**config.mk**
```make
export PLATFORM = sky130hd
export DESIGN_NAME = sync_fifo_param
export DESIGN_NICKNAME = d
export VERILOG_FILES = /design/src/rtl/sync_fifo_param.sv
export SDC_FILE = /design/constraint.sdc
export NUM_CORES = 1
export LEC_CHECK = 0
export ABC_AREA = 1
export CORE_ASPECT_RATIO = 0.5
export CORE_UTILIZATION = 50
export CTS_CLUSTER_SIZE = 30
export DETAILED_ROUTE_END_ITERATION = 12
export PLACE_DENSITY = 0.68
export SLEW_MARGIN = 10
export SYNTH_ARGS = -nofsm -noshare
export SYNTH_HDL_FRONTEND = slang
export SYNTH_SLANG_ARGS = --single-unit
```
**constraint.sdc**
```tcl
create_clock -name clk -period 3 [get_ports clk]
set_input_delay 0.75 -clock clk [delete_from_list [all_inputs] [get_ports clk]]
set_output_delay 0.75 -clock clk [all_outputs]
set_load 0.005 [all_outputs]
```
**src/rtl/sync_fifo_param.sv**
```systemverilog
`default_nettype none
// ============================================================================
// Module   : sync_fifo_param
// Brief    : Single-clock parametrised FIFO with programmable thresholds,
//            occupancy count, error pulses and standard/FWFT read modes.
// Revision : 1.0 - initial release
// ============================================================================
module sync_fifo_param #(
    parameter int DATA_WIDTH = 8,
    parameter int ADDR_WIDTH = 4,
    parameter int AFULL_TH   = 14,
    parameter int AEMPTY_TH  = 2,
    parameter int FWFT       = 0
) (
    input  logic                  clk,
    input  logic                  rst,
    input  logic                  wr_en,
    input  logic [DATA_WIDTH-1:0] data_in,
    input  logic                  rd_en,
    output logic [DATA_WIDTH-1:0] data_out,
    output logic                  data_valid,
    output logic                  full,
    output logic                  empty,
    output logic                  almost_full,
    output logic                  almost_empty,
    output logic [ADDR_WIDTH:0]   count,
    output logic                  overflow,
    output logic                  underflow
);

    localparam int                c_DEPTH     = 1 << ADDR_WIDTH;
    localparam logic [ADDR_WIDTH:0] c_DEPTH_CNT = (ADDR_WIDTH+1)'(c_DEPTH);
    localparam logic [ADDR_WIDTH:0] c_AFULL     = (ADDR_WIDTH+1)'(AFULL_TH);
    localparam logic [ADDR_WIDTH:0] c_AEMPTY    = (ADDR_WIDTH+1)'(AEMPTY_TH);

    if (AFULL_TH < 1 || AFULL_TH > c_DEPTH || AEMPTY_TH < 0 || AEMPTY_TH >= c_DEPTH) begin : g_param_check
        $fatal(1, "sync_fifo_param: AFULL_TH must be 1..DEPTH and AEMPTY_TH 0..DEPTH-1");
    end

    logic [DATA_WIDTH-1:0] r_mem [c_DEPTH];
    logic [ADDR_WIDTH-1:0] r_wr_ptr;
    logic [ADDR_WIDTH-1:0] r_rd_ptr;
    logic [ADDR_WIDTH:0]   r_count;
    logic                  r_overflow;
    logic                  r_underflow;

    logic w_full;
    logic w_empty;
    logic w_rd_acc;
    logic w_wr_acc;

    assign w_full   = (r_count == c_DEPTH_CNT);
    assign w_empty  = (r_count == '0);
    assign w_rd_acc = rd_en & ~w_empty;
    // A full FIFO can still take a write when the same edge frees a slot.
    assign w_wr_acc = wr_en & (~w_full | w_rd_acc);

    // Storage is deliberately left without reset.
    always_ff @(posedge clk) begin
        if (w_wr_acc) begin
            r_mem[r_wr_ptr] <= data_in;
        end
    end

    always_ff @(posedge clk or posedge rst) begin
        if (rst) begin
            r_wr_ptr    <= '0;
            r_rd_ptr    <= '0;
            r_count     <= '0;
            r_overflow  <= 1'b0;
            r_underflow <= 1'b0;
        end else begin
            if (w_wr_acc) begin
                r_wr_ptr <= r_wr_ptr + ADDR_WIDTH'(1);
            end
            if (w_rd_acc) begin
                r_rd_ptr <= r_rd_ptr + ADDR_WIDTH'(1);
            end
            if (w_wr_acc && !w_rd_acc) begin
                r_count <= r_count + (ADDR_WIDTH+1)'(1);
            end else if (w_rd_acc && !w_wr_acc) begin
                r_count <= r_count - (ADDR_WIDTH+1)'(1);
            end
            r_overflow  <= wr_en & ~w_wr_acc;
            r_underflow <= rd_en & w_empty;
        end
    end

    if (FWFT == 0) begin : g_std_read
        logic [DATA_WIDTH-1:0] r_data_out;
        logic                  r_data_valid;

        always_ff @(posedge clk or posedge rst) begin
            if (rst) begin
                r_data_out   <= '0;
                r_data_valid <= 1'b0;
            end else begin
                r_data_valid <= w_rd_acc;
                if (w_rd_acc) begin
                    r_data_out <= r_mem[r_rd_ptr];
                end
            end
        end

        assign data_out   = r_data_out;
        assign data_valid = r_data_valid;
    end else begin : g_fwft_read
        // Head of queue is always presented; rd_en acknowledges it.
        assign data_out   = r_mem[r_rd_ptr];
        assign data_valid = ~w_empty;
    end

    assign full         = w_full;
    assign empty        = w_empty;
    assign almost_full  = (r_count >= c_AFULL);
    assign almost_empty = (r_count <= c_AEMPTY);
    assign count        = r_count;
    assign overflow     = r_overflow;
    assign underflow    = r_underflow;

endmodule
`default_nettype wire

```
==> impl_metrics.json <==
{
  "synth_edf_count": 128,
  "yosysTopAreaCell": "edfxtp_1",
  "final_common_cell": "nand2_1",
  "fin_crit_ns": 2.645,
  "clk_pin_slew_ns": 0.06,
  "crit_chain": "a2111oi_0 > clkdlybuf4s50_1",
  "cts_inserted_buffers": 17,
  "cts_sinks": 152,
  "final_antenna_net_count": 0,
  "drive_above_1_share_pct": 8.743,
  "setup.worst_path.end_class": "output port",
  "synth.avg_cell_area_um2": 10.07,
  "layout_common_cells": "nand2_1 (220), edfxtp_1 (128), inv_1 (113), nand3_1 (102), clkdlybuf4s50_1 (31)",
  "drv_slew": 0,
  "cp_slowest_cell": "clkdlybuf4s50_1",
  "power.leakage_nw": 3.565,
  "nFillCells": 1006,
  "start_util_pct": 52.23,
  "cap_violations": 0,
  "drt_wl_total_um": 15210,
  "n_antenna_cell": 0,
  "first_pass_iters": 5,
  "grt_pass1_vias": 4433,
  "vias_per_cell": 5.156,
  "cts_buffer_depth": 2,
  "post-route-period-util_pct": 88.16,
  "cts-root-buf": "clkbuf_16",
  "overflow": 0,
  "wl_per_cell_um": 16.87,
  "regArea_um2": 4446,
  "finalHoldViolations": 0,
  "status": "complete, no violations",
  "crit_path_start_kind": "flop",
  "dp_slack_ns": 0.1435,
  "hold_class": "flop to flop",
  "setup_viol": 0,
  "ys_types": 27,
  "setup_slack_ns": 0.3553,
  "ir_worst_vdd_mv": 0.5160,
  "route.detailed.drc": 0,
  "synth-warning-count": 0,
  "hold_buffers": 0,
  "max_clock_freq_mhz": 378.1,
  "worstPathMaxFanout": 7,
  "dp_hpwl_um": 9303,
  "core_area_um2": 12920,
  "synth_area_um2": 6746,
  "synth_nets": 692,
  "gr-usage-all-layers_pct": 23.47,
  "async_flop_share_pct": 15.79,
  "synth_top_flop_cell": "edfxtp_1",
  "drt_iter0_drc": 442,
  "clk_latency_ns": 0.43,
  "yosysSeqAreaShare_pct": 65.88,
  "fp.dieW_um": 166.3,
  "postCtsSetupBuffers": 0,
  "crit_type": "flop to output port",
  "skew_ns": 0.01091,
  "worstPathArrival_ns": 1.89,
  "synth_top_area_share_pct": 56.97,
  "ys_seq_elements": 152,
  "area_growth_pct": 18.49,
  "worstMarginPinSlew_ns": 0.8131,
  "io_pins": 32,
  "port_buffers": 31,
  "tns_ns": 0,
  "cts.repair.resized": 0,
  "htreeDepth": 4,
  "antenna_found_initial": 0,
  "die-area_um2": 13990,
  "p_per_area_nw_per_um2": 972.4,
  "multiInputGateArea_um2": 1703,
  "ys_top_cells_by_area": "edfxtp_1 (57%), nand2_1 (12%), dfrtp_1 (8.9%), nand3_1 (7.6%), inv_1 (6.3%)",
  "via_count": 4651,
  "slew_headroom_pct": 45.62,
  "rows": 29,
  "rsz0062_at_grt": "false",
  "grt_pass1_wl_um": 24050,
  "nNetsFinal": 741,
  "die_y_um": 84.14,
  "required_ns": 2.25,
  "place.gp.congestion": 0.8860,
  "grt_max_degree": 67,
  "cp_slowest_stage_delay_ns": 0.57,
  "cts_tree": "done",
  "syn_inst": 670
}
-- final cells by class --
cell class                      count  share of cell area (%)
Multi-Input combinational cell    374                   21.30
Clock buffer                       17                   5.322
Clock inverter                     15                   3.099
Timing Repair Buffer               57                   6.480
Sequential cell                   152                   55.61
Inverter                          117                   5.525
Tap cell                          170                   2.661
-- synthesized netlist by cell type, types with 2 or more instances --
library cell and instances:
o21ai_0 2, a21oi_1 2, nand2_1 220, nor2_1 20
ha_1 9, buf_2 18, edfxtp_1 128, clkinv_1 2
buf_4 7, dfrtp_1 24, nand3_1 102, o21ai_1 3
inv_1 113, xor2_1 7
-- layer usage --
| layer | wire [um] | global-route usage, % | vias up |
|---|---|---|---|
| met1 | 6948 | 32.46 | 2215 |
| met4 | 367 | 9.007 | 0 |
| met3 | 1028 | 6.554 | 30 |
| met5 | 0 | 0 | - |
| met2 | 6869 | 35.67 | 161 |
| li1 | - | - | 2245 |
-- critical path, delay by kind of cell (launching register included) --
family,cells,cell delay [ns]
buffers and inverters,1,0.57
flip-flops,1,0.46
AO/OA/AOI/OAI,1,0.43
-- stage by stage --
step	cell area, um2	hold WS, ns	power [mW]	instances	util, %
5_1_grt	7994	0.5110	8.236	902	61.88
3_3_place_gp	7321	0.4697	5.288	870	56.67
6_report	7994	0.4812	7.773	902	61.88
3_5_place_dp	7321	0.4641	5.355	870	56.67
2_1_floorplan	6746	0.4724	4.487	670	-
4_1_cts	7994	0.4814	7.811	902	61.88
-- cells by family (layout without fill, tap and decap cells) --
family / count (synthesis) / count (layout) / share of synthesized area, %
and+or+nand+nor: 346 / 346 / 21.37
DFF: 152 / 152 / 65.88
buffers and inverters: 144 / 206 / 8.884
adders and majority gates: 10 / 10 / 1.966
AOI/OAI and AO/OA: 10 / 10 / 0.8717
xor gates and xnor gates: 8 / 8 / 1.039
-- power breakdown --
part           leakage (nW)  switching, mW  internal (mW)
Clock                 0.332          0.867           1.57
Combinational          1.78           1.66          0.895
Sequential             1.45          0.178           2.61
Total                  3.56           2.71           5.07
-- registers in the layout, indices dropped and copies added (netlist names) --
name / cells
r_mem: 128
r_wr_ptr: 4
r_rd_ptr: 4
underflow: 1
data_valid: 1
count: 5
data_out: 8
overflow: 1
-- worst paths after layout --
path	endpoint	slack, ns	cells past startpoint	start
max	almost_empty	0.36	2	count[1]
min	data_out[7]	0.48	2	data_out[7]
max reg2reg	count[4]	0.67	15	count[0]
min reg2reg	data_out[7]	0.48	2	data_out[7]
max in group asynchronous	r_rd_ptr[0]	1.76	3	rst
min in group asynchronous	data_out[3]	0.67	2	rst
Power figures use the tool's default switching activity.
